**src/rtl/sram_req_arbiter_if.sv**
```systemverilog
// SRAM-like request/response bundle shared by the core ports and the downstream port.
// master drives the request fields; slave returns the handshakes and read data.
interface sram_req_arbiter_if;
  logic        req;
  logic        wr;
  logic [1:0]  size;
  logic [3:0]  wstrb;
  logic [31:0] addr;
  logic [31:0] wdata;
  logic        addr_ok;
  logic        data_ok;
  logic [31:0] rdata;

  modport master (
    output req, wr, size, wstrb, addr, wdata,
    input  addr_ok, data_ok, rdata
  );

  modport slave (
    input  req, wr, size, wstrb, addr, wdata,
    output addr_ok, data_ok, rdata
  );
endinterface

```
**src/rtl/sram_req_arbiter.sv**
```systemverilog
// Merges the inst and data SRAM ports onto one downstream port: data-first priority with an
// inst starvation guard, and an in-order owner FIFO that routes each response to its requester.
module sram_req_arbiter #(
  parameter int OUTSTANDING  = 4,
  parameter int STARVE_LIMIT = 3
) (
  input  logic                clk,
  input  logic                reset,
  sram_req_arbiter_if.slave   inst_sram,
  sram_req_arbiter_if.slave   data_sram,
  sram_req_arbiter_if.master  mem_sram
);

  localparam int PW = (OUTSTANDING > 1) ? $clog2(OUTSTANDING) : 1;
  localparam int SW = ($clog2(STARVE_LIMIT + 1) < 2) ? 2 : $clog2(STARVE_LIMIT + 1);

  localparam logic [0:0] S_IDLE   = 1'b0;
  localparam logic [0:0] S_LOCKED = 1'b1;

  localparam logic [PW:0]   FULL       = (PW + 1)'(OUTSTANDING);
  localparam logic [SW-1:0] STARVE_MAX = SW'(STARVE_LIMIT);

  typedef struct packed {
    logic        wr;
    logic [1:0]  size;
    logic [3:0]  wstrb;
    logic [31:0] addr;
    logic [31:0] wdata;
  } sram_req_t;

  logic [0:0]             state;
  logic                   sel;
  logic [SW-1:0]          starve;
  logic [OUTSTANDING-1:0] id_fifo;
  logic [PW-1:0]          rd_ptr;
  logic [PW-1:0]          wr_ptr;
  logic [PW:0]            count;

  sram_req_t [1:0] port_req;
  sram_req_t       mem_req_f;
  logic            grant;
  logic            gsel;
  logic            accept;
  logic            pop;
  logic            head;

  assign port_req[0] = {inst_sram.wr, inst_sram.size, inst_sram.wstrb,
                        inst_sram.addr, inst_sram.wdata};
  assign port_req[1] = {data_sram.wr, data_sram.size, data_sram.wstrb,
                        data_sram.addr, data_sram.wdata};

  // Grant depends only on registered state and requester inputs, never on mem addr_ok.
  always_comb begin
    grant = 1'b0;
    gsel  = sel;
    if (!reset) begin
      if (state == S_LOCKED) begin
        grant = 1'b1;
        gsel  = sel;
      end else if (count != FULL) begin
        if (data_sram.req && !(starve == STARVE_MAX && inst_sram.req)) begin
          grant = 1'b1;
          gsel  = 1'b1;
        end else if (inst_sram.req) begin
          grant = 1'b1;
          gsel  = 1'b0;
        end
      end
    end
  end

  assign accept    = grant & mem_sram.addr_ok;
  assign mem_req_f = grant ? port_req[gsel] : '0;

  assign mem_sram.req   = grant;
  assign mem_sram.wr    = mem_req_f.wr;
  assign mem_sram.size  = mem_req_f.size;
  assign mem_sram.wstrb = mem_req_f.wstrb;
  assign mem_sram.addr  = mem_req_f.addr;
  assign mem_sram.wdata = mem_req_f.wdata;

  assign inst_sram.addr_ok = accept & ~gsel;
  assign data_sram.addr_ok = accept &  gsel;

  // Responses with no recorded owner are dropped.
  assign head = id_fifo[rd_ptr];
  assign pop  = mem_sram.data_ok & (count != '0) & ~reset;

  assign inst_sram.data_ok = pop & ~head;
  assign data_sram.data_ok = pop &  head;
  assign inst_sram.rdata   = mem_sram.rdata;
  assign data_sram.rdata   = mem_sram.rdata;

  always_ff @(posedge clk) begin
    if (reset) begin
      state   <= S_IDLE;
      sel     <= 1'b0;
      starve  <= '0;
      id_fifo <= '0;
      rd_ptr  <= '0;
      wr_ptr  <= '0;
      count   <= '0;
    end else begin
      case (state)
        S_IDLE: begin
          if (grant) sel <= gsel;
          if (grant && !mem_sram.addr_ok) state <= S_LOCKED;
        end
        default: begin
          if (mem_sram.addr_ok) state <= S_IDLE;
        end
      endcase

      if (accept) begin
        if (gsel && inst_sram.req)
          starve <= (starve == STARVE_MAX) ? starve : starve + SW'(1);
        else
          starve <= '0;
        id_fifo[wr_ptr] <= gsel;
        wr_ptr          <= wr_ptr + PW'(1);
      end

      if (pop) rd_ptr <= rd_ptr + PW'(1);

      case ({accept, pop})
        2'b10:   count <= count + (PW + 1)'(1);
        2'b01:   count <= count - (PW + 1)'(1);
        default: count <= count;
      endcase
    end
  end

endmodule

```
**src/flat_wrapper.sv**
```systemverilog
// flat-port wrapper written by rule: the top's interface ports become plain ports
module sram_req_arbiter_flat 
#(
  parameter int OUTSTANDING  = 4,
  parameter int STARVE_LIMIT = 3
)
  (clk, reset, inst_sram_req, inst_sram_wr, inst_sram_size, inst_sram_wstrb, inst_sram_addr, inst_sram_wdata, inst_sram_addr_ok, inst_sram_data_ok, inst_sram_rdata, data_sram_req, data_sram_wr, data_sram_size, data_sram_wstrb, data_sram_addr, data_sram_wdata, data_sram_addr_ok, data_sram_data_ok, data_sram_rdata, mem_sram_req, mem_sram_wr, mem_sram_size, mem_sram_wstrb, mem_sram_addr, mem_sram_wdata, mem_sram_addr_ok, mem_sram_data_ok, mem_sram_rdata);
  sram_req_arbiter_if inst_sram_i ();
  sram_req_arbiter_if data_sram_i ();
  sram_req_arbiter_if mem_sram_i ();
  input  logic clk;
  input  logic reset;
  input wire logic [$bits(inst_sram_i.req)-1:0] inst_sram_req;
  input wire logic [$bits(inst_sram_i.wr)-1:0] inst_sram_wr;
  input wire logic [$bits(inst_sram_i.size)-1:0] inst_sram_size;
  input wire logic [$bits(inst_sram_i.wstrb)-1:0] inst_sram_wstrb;
  input wire logic [$bits(inst_sram_i.addr)-1:0] inst_sram_addr;
  input wire logic [$bits(inst_sram_i.wdata)-1:0] inst_sram_wdata;
  output wire logic [$bits(inst_sram_i.addr_ok)-1:0] inst_sram_addr_ok;
  output wire logic [$bits(inst_sram_i.data_ok)-1:0] inst_sram_data_ok;
  output wire logic [$bits(inst_sram_i.rdata)-1:0] inst_sram_rdata;
  input wire logic [$bits(data_sram_i.req)-1:0] data_sram_req;
  input wire logic [$bits(data_sram_i.wr)-1:0] data_sram_wr;
  input wire logic [$bits(data_sram_i.size)-1:0] data_sram_size;
  input wire logic [$bits(data_sram_i.wstrb)-1:0] data_sram_wstrb;
  input wire logic [$bits(data_sram_i.addr)-1:0] data_sram_addr;
  input wire logic [$bits(data_sram_i.wdata)-1:0] data_sram_wdata;
  output wire logic [$bits(data_sram_i.addr_ok)-1:0] data_sram_addr_ok;
  output wire logic [$bits(data_sram_i.data_ok)-1:0] data_sram_data_ok;
  output wire logic [$bits(data_sram_i.rdata)-1:0] data_sram_rdata;
  output wire logic [$bits(mem_sram_i.req)-1:0] mem_sram_req;
  output wire logic [$bits(mem_sram_i.wr)-1:0] mem_sram_wr;
  output wire logic [$bits(mem_sram_i.size)-1:0] mem_sram_size;
  output wire logic [$bits(mem_sram_i.wstrb)-1:0] mem_sram_wstrb;
  output wire logic [$bits(mem_sram_i.addr)-1:0] mem_sram_addr;
  output wire logic [$bits(mem_sram_i.wdata)-1:0] mem_sram_wdata;
  input wire logic [$bits(mem_sram_i.addr_ok)-1:0] mem_sram_addr_ok;
  input wire logic [$bits(mem_sram_i.data_ok)-1:0] mem_sram_data_ok;
  input wire logic [$bits(mem_sram_i.rdata)-1:0] mem_sram_rdata;
  assign inst_sram_i.req = inst_sram_req;
  assign inst_sram_i.wr = inst_sram_wr;
  assign inst_sram_i.size = inst_sram_size;
  assign inst_sram_i.wstrb = inst_sram_wstrb;
  assign inst_sram_i.addr = inst_sram_addr;
  assign inst_sram_i.wdata = inst_sram_wdata;
  assign inst_sram_addr_ok = inst_sram_i.addr_ok;
  assign inst_sram_data_ok = inst_sram_i.data_ok;
  assign inst_sram_rdata = inst_sram_i.rdata;
  assign data_sram_i.req = data_sram_req;
  assign data_sram_i.wr = data_sram_wr;
  assign data_sram_i.size = data_sram_size;
  assign data_sram_i.wstrb = data_sram_wstrb;
  assign data_sram_i.addr = data_sram_addr;
  assign data_sram_i.wdata = data_sram_wdata;
  assign data_sram_addr_ok = data_sram_i.addr_ok;
  assign data_sram_data_ok = data_sram_i.data_ok;
  assign data_sram_rdata = data_sram_i.rdata;
  assign mem_sram_req = mem_sram_i.req;
  assign mem_sram_wr = mem_sram_i.wr;
  assign mem_sram_size = mem_sram_i.size;
  assign mem_sram_wstrb = mem_sram_i.wstrb;
  assign mem_sram_addr = mem_sram_i.addr;
  assign mem_sram_wdata = mem_sram_i.wdata;
  assign mem_sram_i.addr_ok = mem_sram_addr_ok;
  assign mem_sram_i.data_ok = mem_sram_data_ok;
  assign mem_sram_i.rdata = mem_sram_rdata;
  sram_req_arbiter #(.OUTSTANDING(OUTSTANDING), .STARVE_LIMIT(STARVE_LIMIT)) u_core (.clk(clk), .reset(reset), .inst_sram(inst_sram_i), .data_sram(data_sram_i), .mem_sram(mem_sram_i));
endmodule
```
**config.mk**
```make
export PLATFORM = sky130hd
export DESIGN_NAME = sram_req_arbiter_flat
export DESIGN_NICKNAME = d
export VERILOG_FILES = /design/src/rtl/sram_req_arbiter_if.sv /design/src/rtl/sram_req_arbiter.sv /design/src/flat_wrapper.sv
export SDC_FILE = /design/constraint.sdc
export NUM_CORES = 1
export LEC_CHECK = 0
export ABC_CLOCK_PERIOD_IN_PS = 3820
export CORE_AREA = 2 2 122 124
export CTS_CLUSTER_SIZE = 8
export DETAILED_ROUTE_END_ITERATION = 8
export DIE_AREA = 0 0 124 126
export GPL_TIMING_DRIVEN = 0
export HOLD_SLACK_MARGIN = 0.08
export PLACE_DENSITY = 0.72
export RECOVER_POWER = 50
export SETUP_SLACK_MARGIN = 0.5
export SKIP_CTS_REPAIR_TIMING = 1
export SYNTH_ARGS = -nofsm -noshare
export SYNTH_HDL_FRONTEND = slang
export SYNTH_SLANG_ARGS = --single-unit
```
**constraint.sdc**
```tcl
create_clock -name clk -period 3.82 [get_ports clk]
set_input_delay 1.146 -clock clk [delete_from_list [all_inputs] [get_ports clk]]
set_output_delay 1.146 -clock clk [all_outputs]
set_load 0.005 [all_outputs]
```
==> results of run 1 <==
critical path: stages:
cell       delay [ns]
buf_8            0.11
a21bo_4          0.22
nor4_4           0.35
nor2_4           0.13
buf_8            0.16
buf_6            0.13
clkbuf_16        0.15
o21ai_2          0.11
buf_2            0.14
cell families after synthesis:
family,count (synthesis),synth area share
fa+ha+maj,7,0.0355
xor+xnor,5,0.0164
simple gates,174,0.341
compound gates,90,0.192
buf+inv,111,0.287
flops,15,0.112
mux,3,0.0159
cells in the final DEF, fill, tap and decap left out, types with 11 or more instances in the layout:
cell	n
buf_2	64
nand2_1	71
buf_8	11
o21ai_2	36
clkbuf_16	11
buf_4	92
clkbuf_2	12
buf_6	20
o21ai_1	28
nand4_1	73
clkdlybuf4s50_1	210
dfxtp_1	15
report_power, final:
part	internal [mW]	switching (mW)	leakage [nW]
combinational	0.480	0.331	2.59
clock	0.140	0.0674	0.0409
sequential	0.168	0.0141	0.122
synthesized netlist by cell type, types with 5 or more instances:
| master | count | share of area |
|---|---|---|
| inv_1 | 6 | 0.0084 |
| nor2_1 | 10 | 0.014 |
| buf_2 | 20 | 0.037 |
| ha_1 | 6 | 0.028 |
| nand2_1 | 72 | 0.10 |
| buf_4 | 65 | 0.18 |
| buf_6 | 11 | 0.046 |
| a21oi_1 | 7 | 0.013 |
| o21ai_1 | 71 | 0.13 |
| dfxtp_1 | 15 | 0.11 |
| clkbuf_1 | 5 | 0.0070 |
| nand4_1 | 73 | 0.17 |
metal layers:
layer	global-route usage	part of all wire	routed length [µm]	up-vias
li1	-	-	-	2051
met1	0.225	0.41	6450	1906
met2	0.298	0.50	7840	160
met3	0.0303	0.077	1210	18
met4	0.0192	0.014	223	4
met5	0	0.0013	21	-
area by class of cell:
| class | instances | area, µm² |
|---|---|---|
| multi-input combinational | 279 | 1890 |
| buffer | 105 | 941 |
| sequential | 15 | 300 |
| clock inverter | 1 | 5.00 |
| clock buffer | 3 | 75.1 |
| fill | 1460 | 7910 |
| timing repair buffer | 322 | 2940 |
| tap | 184 | 230 |
| inverter | 6 | 22.5 |
state kept, by name, indices dropped and copies added, names as in the netlist:
register and count:
u_core.count 3, u_core.rd_ptr 2, u_core.state 1, u_core.sel 1
u_core.wr_ptr 2, u_core.id_fifo 4, u_core.starve 2
how the worst max path moves through the flow:
stage	slack (ns)	from	to	depth (start not counted)
after global routing	-0.002	inst_sram_req	mem_sram_addr[17]	9
after floorplan	0.49	data_sram_req	mem_sram_addr[18]	6
final	0.04	inst_sram_req	mem_sram_addr[15]	9
after detailed placement	-1.26	inst_sram_req	mem_sram_wdata[4]	7
after CTS	-1.28	inst_sram_req	mem_sram_wdata[4]	7
after global placement	-1.29	inst_sram_req	mem_sram_wdata[3]	7
==> summary.txt, run 1 <==
Yosys
  – Mapped cell area: 2680 µm²
  – Cell count after synthesis: 405
  – Yosys Warn Count: 0
  – EDFF count, synth: 0
  – Async SR Flop Fraction: 0
  – Syn avg cell area: roughly 6.6 µm²
  – Yosys reg bits: 15
  – Post-synthesis sequential area ratio: 0.112
  – Main synth FF type: dfxtp_1
  – Synth cell types: 40
  – Syn_nets: between 500 and 600

Power and ir drop
  – Cell leakage power: between 2 and 3 nW
  – Max VDD drop: 0.000256 V
  – Power Dens Cells: roughly 190 nW/µm²
  – Tot Pwr: about 1.2 mW

STA
  – Final Critical Period: 3.78 ns
  – Worst hold slack: slightly below 0.5 ns
  – Unrepaired setup endpoints after global routing: yes
  – Final clock period utilization by the worst path: 0.990
  – Worst setup slack after layout: 0.0379 ns
  – Setup TNS Final: 0 ns
  – Clk_skew: about 0.0034 ns
  – Fin. max-slew vios: 0
  – Fin. Hold Viols: 0
  – # setup viols final: 0
  – Relative slew margins: 0.577
  – Fmax achieved: around 260 MHz
  – Slew @ Worst Pin: approximately 0.63 ns

Setup path
  – Flop2flop setup slack: 1.00 ns
  – Worst Setup Start Kind: input pin
  – Setup CP Type: input pin to output pin
  – Worst reg2reg startpoint: u_core.state
  – WP data required: between 2 and 3 ns
  – Worst Reg-to-Reg Cells: 11
  – Reg2reg end: u_core.count[2]
  – Crit path capture type: output pin
  – CP arrival: between 2 and 3 ns
  – CP max FO: 6

Floorplan
  – Die height: between 100 and 150 µm
  – Starting Density: 0.187
  – Die width: 124 µm
  – Ports: 320
  – Die area: ~16,000 µm²
  – Core Box Area: ~14,000 µm²
  – Row cnt: 44

Route
  – Post-Route WL: approximately 16,000 µm
  – DRC: 0
  – WL per Instance: approximately 17 µm
  – DR vias: around 4,100
  – Vias/cell: between 4 and 5
  – Post-route ant nets: 0
  – TritonRoute pass-1 iters: 4
  – Starting DRT DRC Count: about 160

Placement
  – Post-placement cell count: slightly below 900
  – Area post-placement: a little under 6000 µm²
  – GP Congestion: between 0.8 and 0.9
  – # port buffers: between 200 and 300
  – Worst slack, placed: -1.26 ns
  – HPWL Detailed: ~12,000 µm

Final layout
  – Final cell count without fillers: slightly above 900
  – ANT cells: 0
  – Core Util, Final: 0.447
  – Area grow syn2layout: 139%
  – Final #Nets: 919
  – Layout cells sized above 1: 0.384
  – Finished Cell Area: between 6000 and 7000 µm²

GRT
  – Vias in the first global route: between 3,000 and 4,000
  – Congestion Overflow GR: 0
  – First-pass GRT wire length: around 21,000 µm
  – Overall fraction of global-route tracks in use: 0.171
  – Antenna violations before repair: 2
  – Largest net degree at the start of global routing: 11

Min path
  – Hold depth: 2
  – Hold Startpoint: u_core.starve[1]
  – Hold Path Class: flop to flop
  – Hold EP: u_core.starve[1]

Clock network
  – CTS tree: yes
  – CTS buffer count: 3
  – Worst-case clock buffer depth: 2
  – H-tree Lvls: 1
  – Clk Latency, worst-skew pair: approximately 0.25 ns
  – CTS root buf: clkbuf_16
  – CTS sink count: 15
  – Clock slew at reported path FFs: 0.05 ns

Flow run
  – Max Cap Viol: 0

Status
  – Status: finished, final reports clean
Note: power is estimated with default switching activity, not from simulation.
==> run 2: changes to the inputs <==
--- a/config.mk
+++ b/config.mk
@@ -6,6 +6,7 @@
 export NUM_CORES = 1
 export LEC_CHECK = 0
 export ABC_CLOCK_PERIOD_IN_PS = 3820
+export CAP_MARGIN = 20
 export CORE_AREA = 2 2 122 124
 export CTS_CLUSTER_SIZE = 8
 export DETAILED_ROUTE_END_ITERATION = 8
@@ -19,3 +20,4 @@
 export SYNTH_ARGS = -nofsm -noshare
 export SYNTH_HDL_FRONTEND = slang
 export SYNTH_SLANG_ARGS = --single-unit
+export TNS_END_PERCENT = 50
==> run 2 against run 1 <==
  * Non-clock buffer count shrank 7
  * Critical endpoint is now mem_sram_addr[10]
  * Worst setup slack gained 0.0021 ns
  * First-iteration DRC count shrank 6.4%
  * Global-route usage shrank 0.13 points
  * Clock skew is essentially flat
  * Fmax is essentially flat
  * Critical path depth is the same
  * Register-to-register slack lost 0.09 ns
  * Core utilization shrank 0.73 points
  * Die area is the same
  * Via count is essentially flat
==> summary.txt, run 2 (same netlist as run 1, synthesis figures left out) <==
Setup path
  – Chain of cells forming the critical path: buf_12, a21bo_4, nor4_4, nor2_4, buf_6, buf_12, clkbuf_16, o21ai_1, buf_2
  – Setup CP Type: input pin to output pin
  – Most used cell, CP: buf_12
  – CP arrival: 2.63 ns (about the same)
  – Crit path capture type: output pin
  – CP peak stage delay: 0.34 ns (about the same)
  – WP data required: 2.67 ns (about the same)
  – Worst Setup Start Kind: input pin
  – Slowest CP cell: nor4_4
  – CP max FO: 7 (+1)

Route
  – TritonRoute pass-1 iters: 4 (unchanged)
  – Post-route ant nets: 0 (unchanged)
  – WL per Instance: 17.0 µm (-1.1%)
  – Vias/cell: 4.55 (+0.67%)
  – Post-Route WL: 15,500 µm (-1.9%)
  – DRC: 0 (unchanged)
  – DR vias: 4,135 (-0.097%)
  – Starting DRT DRC Count: 147 (-6.4%)

STA
  – Fin. Hold Viols: 0 (unchanged)
  – # setup viols final: 0 (unchanged)
  – Relative slew margins: 0.558 (-0.0189)
  – Final clock period utilization by the worst path: 0.990 (about the same)
  – Worst setup slack after layout: 0.0400 ns (+0.00207 ns)
  – Clk_skew: 0.00325 ns (-0.000140 ns)
  – Slew @ Worst Pin: 0.657 ns (+0.0245 ns)
  – Fmax achieved: 265 MHz (about the same)
  – Unrepaired setup endpoints after global routing: yes
  – Fin. max-slew vios: 0 (unchanged)
  – Final Critical Period: 3.78 ns (-0.00207 ns)

Power and ir drop
  – Max VDD drop: 0.000231 V (-9.8%)
  – Tot Pwr: 1.20 mW (about the same)
  – Cell leakage power: 2.75 nW (-0.34%)
  – Power Dens Cells: 191 nW/µm² (+1.7%)

GRT
  – Congestion Overflow GR: 0 (unchanged)
  – Antenna violations before repair: 1 (-1)
  – Vias in the first global route: 3,774 (+3.9%)
  – First-pass GRT wire length: 20,900 µm (+0.36%)
  – Largest net degree at the start of global routing: 11 (unchanged)
  – Overall fraction of global-route tracks in use: 0.170 (-0.00132)

Clock network
  – Worst-case clock buffer depth: 2 (unchanged)
  – H-tree Lvls: 1 (unchanged)
  – Clk Latency, worst-skew pair: 0.25 ns (about the same)
  – CTS sink count: 15 (unchanged)
  – CTS buffer count: 3 (unchanged)
  – Clock slew at reported path FFs: 0.05 ns (about the same)
  – CTS tree: yes
  – CTS root buf: clkbuf_16

Final layout
  – ANT cells: 0 (unchanged)
  – Core Util, Final: 0.440 (-0.00734)
  – Max FFs per register: 4 (unchanged)
  – Area grow syn2layout: 135%
  – Fillers: 1,453 (-0.48%)
  – Most common cell after layout, fill and taps aside: clkdlybuf4s50_1
  – Layout cells sized above 1: 0.354 (-0.0308)
  – Final #Nets: 912 (-0.76%)
  – Final cell count without fillers: 908 (-0.77%)
  – Finished Cell Area: 6300 µm² (-1.6%)
  – Top flop regs: u_core.id_fifo (4), u_core.count (3)
  – Largest reg by FF count: u_core.id_fifo
  – Most frequent cells in the layout: 209 x clkdlybuf4s50_1, 83 x buf_4, 73 x nand4_1

Floorplan
  – Die height: 126 µm (unchanged)
  – Starting Density: 0.187 (unchanged)
  – Row cnt: 44 (unchanged)
  – Die area: 15,600 µm² (unchanged)
  – Core Box Area: 14,300 µm² (unchanged)
  – Die width: 124 µm (unchanged)
  – Ports: 320 (unchanged)

Placement
  – # port buffers: 287 (unchanged)
  – Worst slack, placed: -1.26 ns (+0.00100 ns)
  – Area post-placement: 5800 µm² (unchanged)
  – Post-placement cell count: 876 (unchanged)
  – GP Congestion: 0.811 (about the same)
  – HPWL Detailed: 11,700 µm (-1.7%)

Flow run
  – Max Cap Viol: 0 (unchanged)

Min path
  – Hold Path Class: flop to flop

Status
  – Status: finished, final reports clean
## run 2: routing by layer
metal	vias up	track usage	part of all wire	wire length (µm)
met4	2	0.0205	0.0030	46
met2	170	0.298	0.51	7880
met1	1923	0.221	0.41	6330
met5	-	0	0.00084	13
li1	2034	-	-	-
met3	6	0.0303	0.077	1190
## run 2: through the flow
stage	hold slack, ns	setup TNS, ns
after floorplan	0.456	0
after global placement	0.465	-81.07
after detailed placement	0.486	-83.17
after CTS	0.493	-83.19
after global routing	0.538	-0.125
final	0.487	0
## run 2: worst max-delay path, delay by kind of cell
kind,cells,cell delay [ns]
compound gates,2,0.34
buf+inv,5,0.69
simple gates,2,0.45
## run 2: where the power goes
group | internal (mW) | switching [mW]
clock | 0.141 | 0.0702
sequential | 0.168 | 0.0135
combinational | 0.482 | 0.326
## run 2: final timing paths
path                    start                 to  slack (ns)  cells past startpoint
max             inst_sram_req  mem_sram_addr[10]        0.04                      9
min          u_core.starve[1]   u_core.starve[1]        0.49                      2
max reg2reg   u_core.count[0]    u_core.count[2]        0.91                     11
min reg2reg  u_core.starve[1]   u_core.starve[1]        0.49                      2
## run 2: area by class of cell
| cell class | count | area (µm²) | share of cell area |
|---|---|---|---|
| plain buffers | 105 | 941 | 0.149 |
| clock buffers | 3 | 75.1 | 0.0119 |
| clock inverters | 1 | 7.51 | 0.00119 |
| inverters | 6 | 22.5 | 0.00358 |
| multi-input cells | 279 | 1790 | 0.284 |
| flip-flops and latches | 15 | 300 | 0.0477 |
| well taps | 184 | 230 | 0.0366 |
| repair buffers | 315 | 2930 | 0.465 |
==> run 3: changes to the inputs <==
--- a/config.mk
+++ b/config.mk
@@ -15,6 +15,7 @@
 export HOLD_SLACK_MARGIN = 0.08
 export PLACE_DENSITY = 0.72
 export RECOVER_POWER = 50
+export REMOVE_ABC_BUFFERS = 1
 export SETUP_SLACK_MARGIN = 0.5
 export SKIP_CTS_REPAIR_TIMING = 1
 export SYNTH_ARGS = -nofsm -noshare
==> run 3 against run 2 <==
  * The flow now finishes with violations (setup timing)
  * Critical path depth grew 3
  * Wire length up 9.0%
  * Total power down 3.1%
  * Core utilization fell by 4.6 points
  * Clock power fell by 3%
  * Worst setup slack got worse by 0.15 ns
  * Flip-flop and latch count unchanged
  * Non-clock buffer count is 101 lower
  * First-iteration DRC count is 7.5% higher
  * Global-route usage down 2.3 points
  * Register-to-register slack better by 0.02 ns
  * Hold slack about the same
==> summary.txt, run 3 (same netlist as run 1, synthesis figures left out) <==
GRT
  – Largest net degree at the start of global routing: 42 (+31)
  – Congestion Overflow GR: 0 (unchanged)
  – Overall fraction of global-route tracks in use: 0.147 (-0.0225)
  – Vias in the first global route: 3,138 (-17%)
  – First-pass GRT wire length: 18,000 µm (-14%)
  – Antenna violations before repair: 0 (-1)

Clock network
  – Worst-case clock buffer depth: 2 (unchanged)
  – CTS tree: yes
  – Clk Latency, worst-skew pair: 0.25 ns (about the same)
  – CTS root buf: clkbuf_16
  – Clock slew at reported path FFs: 0.05 ns (about the same)
  – CTS buffer count: 3 (unchanged)
  – H-tree Lvls: 1 (unchanged)
  – CTS sink count: 15 (unchanged)

Final layout
  – Top flop regs: u_core.id_fifo (4), u_core.count (3)
  – Most frequent cells in the layout: 147 x clkdlybuf4s50_1, 73 x nand4_1, 68 x nand2_1
  – Fillers: 1,434 (-1.3%)
  – Final cell count without fillers: 808 (-11%)
  – Area grow syn2layout: 111%
  – Final #Nets: 812 (-11%)
  – ANT cells: 0 (unchanged)
  – Core Util, Final: 0.394 (-0.0455)
  – Layout cells sized above 1: 0.378 (+0.0246)
  – Largest reg by FF count: u_core.id_fifo
  – Most common cell after layout, fill and taps aside: clkdlybuf4s50_1
  – Max FFs per register: 4 (unchanged)

Route
  – Starting DRT DRC Count: 158 (+7.5%)
  – DR vias: 3,950 (-4.5%)
  – WL per Instance: 20.8 µm (+22%)
  – DRC: 0 (unchanged)
  – Vias/cell: 4.89 (+7.3%)
  – Post-Route WL: 16,800 µm (+9.0%)
  – TritonRoute pass-1 iters: 5 (+1)
  – Post-route ant nets: 0 (unchanged)

Placement
  – Post-placement cell count: 722 (-18%)
  – GP Congestion: 0.713 (-12%)
  – Worst slack, placed: -2.01 ns (-0.747 ns)
  – HPWL Detailed: 9910 µm (-16%)
  – # port buffers: 223 (-22%)

Setup path
  – Worst Reg-to-Reg Cells: 10 (-1)
  – CP max FO: 6 (-1)
  – Setup CP Type: input pin to output pin
  – WP data required: 2.67 ns (about the same)
  – Worst Setup Start Kind: input pin
  – Crit path capture type: output pin
  – CP arrival: 2.79 ns (+0.16 ns)

Floorplan
  – Die width: 124 µm (unchanged)
  – Die height: 126 µm (unchanged)
  – Die area: 15,600 µm² (unchanged)
  – Ports: 320 (unchanged)
  – Starting Density: 0.187 (unchanged)
  – Row cnt: 44 (unchanged)
  – Core Box Area: 14,300 µm² (unchanged)

STA
  – Worst setup slack after layout: -0.113 ns (-0.153 ns)
  – Final Critical Period: 3.93 ns (+0.153 ns)
  – Clk_skew: 0.00251 ns (-0.000739 ns)
  – Fin. Hold Viols: 0 (unchanged)
  – Slew @ Worst Pin: 0.806 ns (+0.149 ns)
  – Fin. max-slew vios: 0 (unchanged)
  – Relative slew margins: 0.460 (-0.0979)
  – Unrepaired setup endpoints after global routing: yes
  – Fmax achieved: 254 MHz (-3.9%)
  – # setup viols final: 51 (+51)
  – Setup TNS Final: -3.30 ns (-3.30 ns)
  – Final clock period utilization by the worst path: 1.03 (+0.0402)

Status
  – Status: finished, violations left
  – Failing checks: setup timing

Min path
  – Hold depth: 2 (unchanged)
  – Hold Path Class: flop to flop

Power and ir drop
  – Power Dens Cells: 206 nW/µm² (+8.1%)
  – Tot Pwr: 1.16 mW (-3.1%)
  – Cell leakage power: 2.39 nW (-13%)
  – Max VDD drop: 0.000267 V (+15%)

Flow run
  – Max Cap Viol: 0 (unchanged)
run 3: per-stage QoR:
| step | area (µm²) | hold slack, ns |
|---|---|---|
| after floorplan | 1930 | 0.455 |
| after global placement | 4400 | 0.470 |
| after detailed placement | 4630 | 0.489 |
| after CTS | 4710 | 0.496 |
| after global routing | 5640 | 0.520 |
| final | 5640 | 0.487 |
run 3: worst max-delay path, stage by stage:
cell and delay, ns:
buf_8 0.10, nor3_4 0.35, nor3_4 0.11, buf_6 0.17
buf_12 0.12, buf_12 0.13, buf_12 0.12, buf_8 0.12
clkbuf_16 0.15, nand2_1 0.08, o21ai_2 0.06, buf_2 0.12
run 3: final timing paths:
| path | from | endpoint | slack, ns |
|---|---|---|---|
| worst max-delay path | data_sram_req | mem_sram_addr[28] | -0.11 |
| worst min register to register | u_core.starve[1] | u_core.starve[1] | 0.49 |
| worst min-delay path | u_core.starve[1] | u_core.starve[1] | 0.49 |
| worst max register to register | u_core.state | u_core.count[2] | 0.93 |
run 3: final cells by class:
type	count	area [µm²]	area share
repair buffers	319	3120	0.553
multi-input cells	280	1890	0.335
flip-flops and latches	15	300	0.0532
well taps	184	230	0.0408
clock buffers	4	78.8	0.0140
inverters	6	22.5	0.00399
run 3: where the power goes:
group | internal (mW) | switching [mW] | leakage, nW
Combinational | 0.445 | 0.330 | 2.23
Sequential | 0.168 | 0.0157 | 0.122
Clock | 0.141 | 0.0636 | 0.0382
Total | 0.755 | 0.409 | 2.39
run 3: layer usage:
metal,vias to the layer above,track usage,routed length [µm]
li1,1839,-,-
met1,1838,0.184,7040
met2,247,0.216,7440
met3,26,0.0906,2110
met4,0,0.0231,256
met5,-,0.0395,0
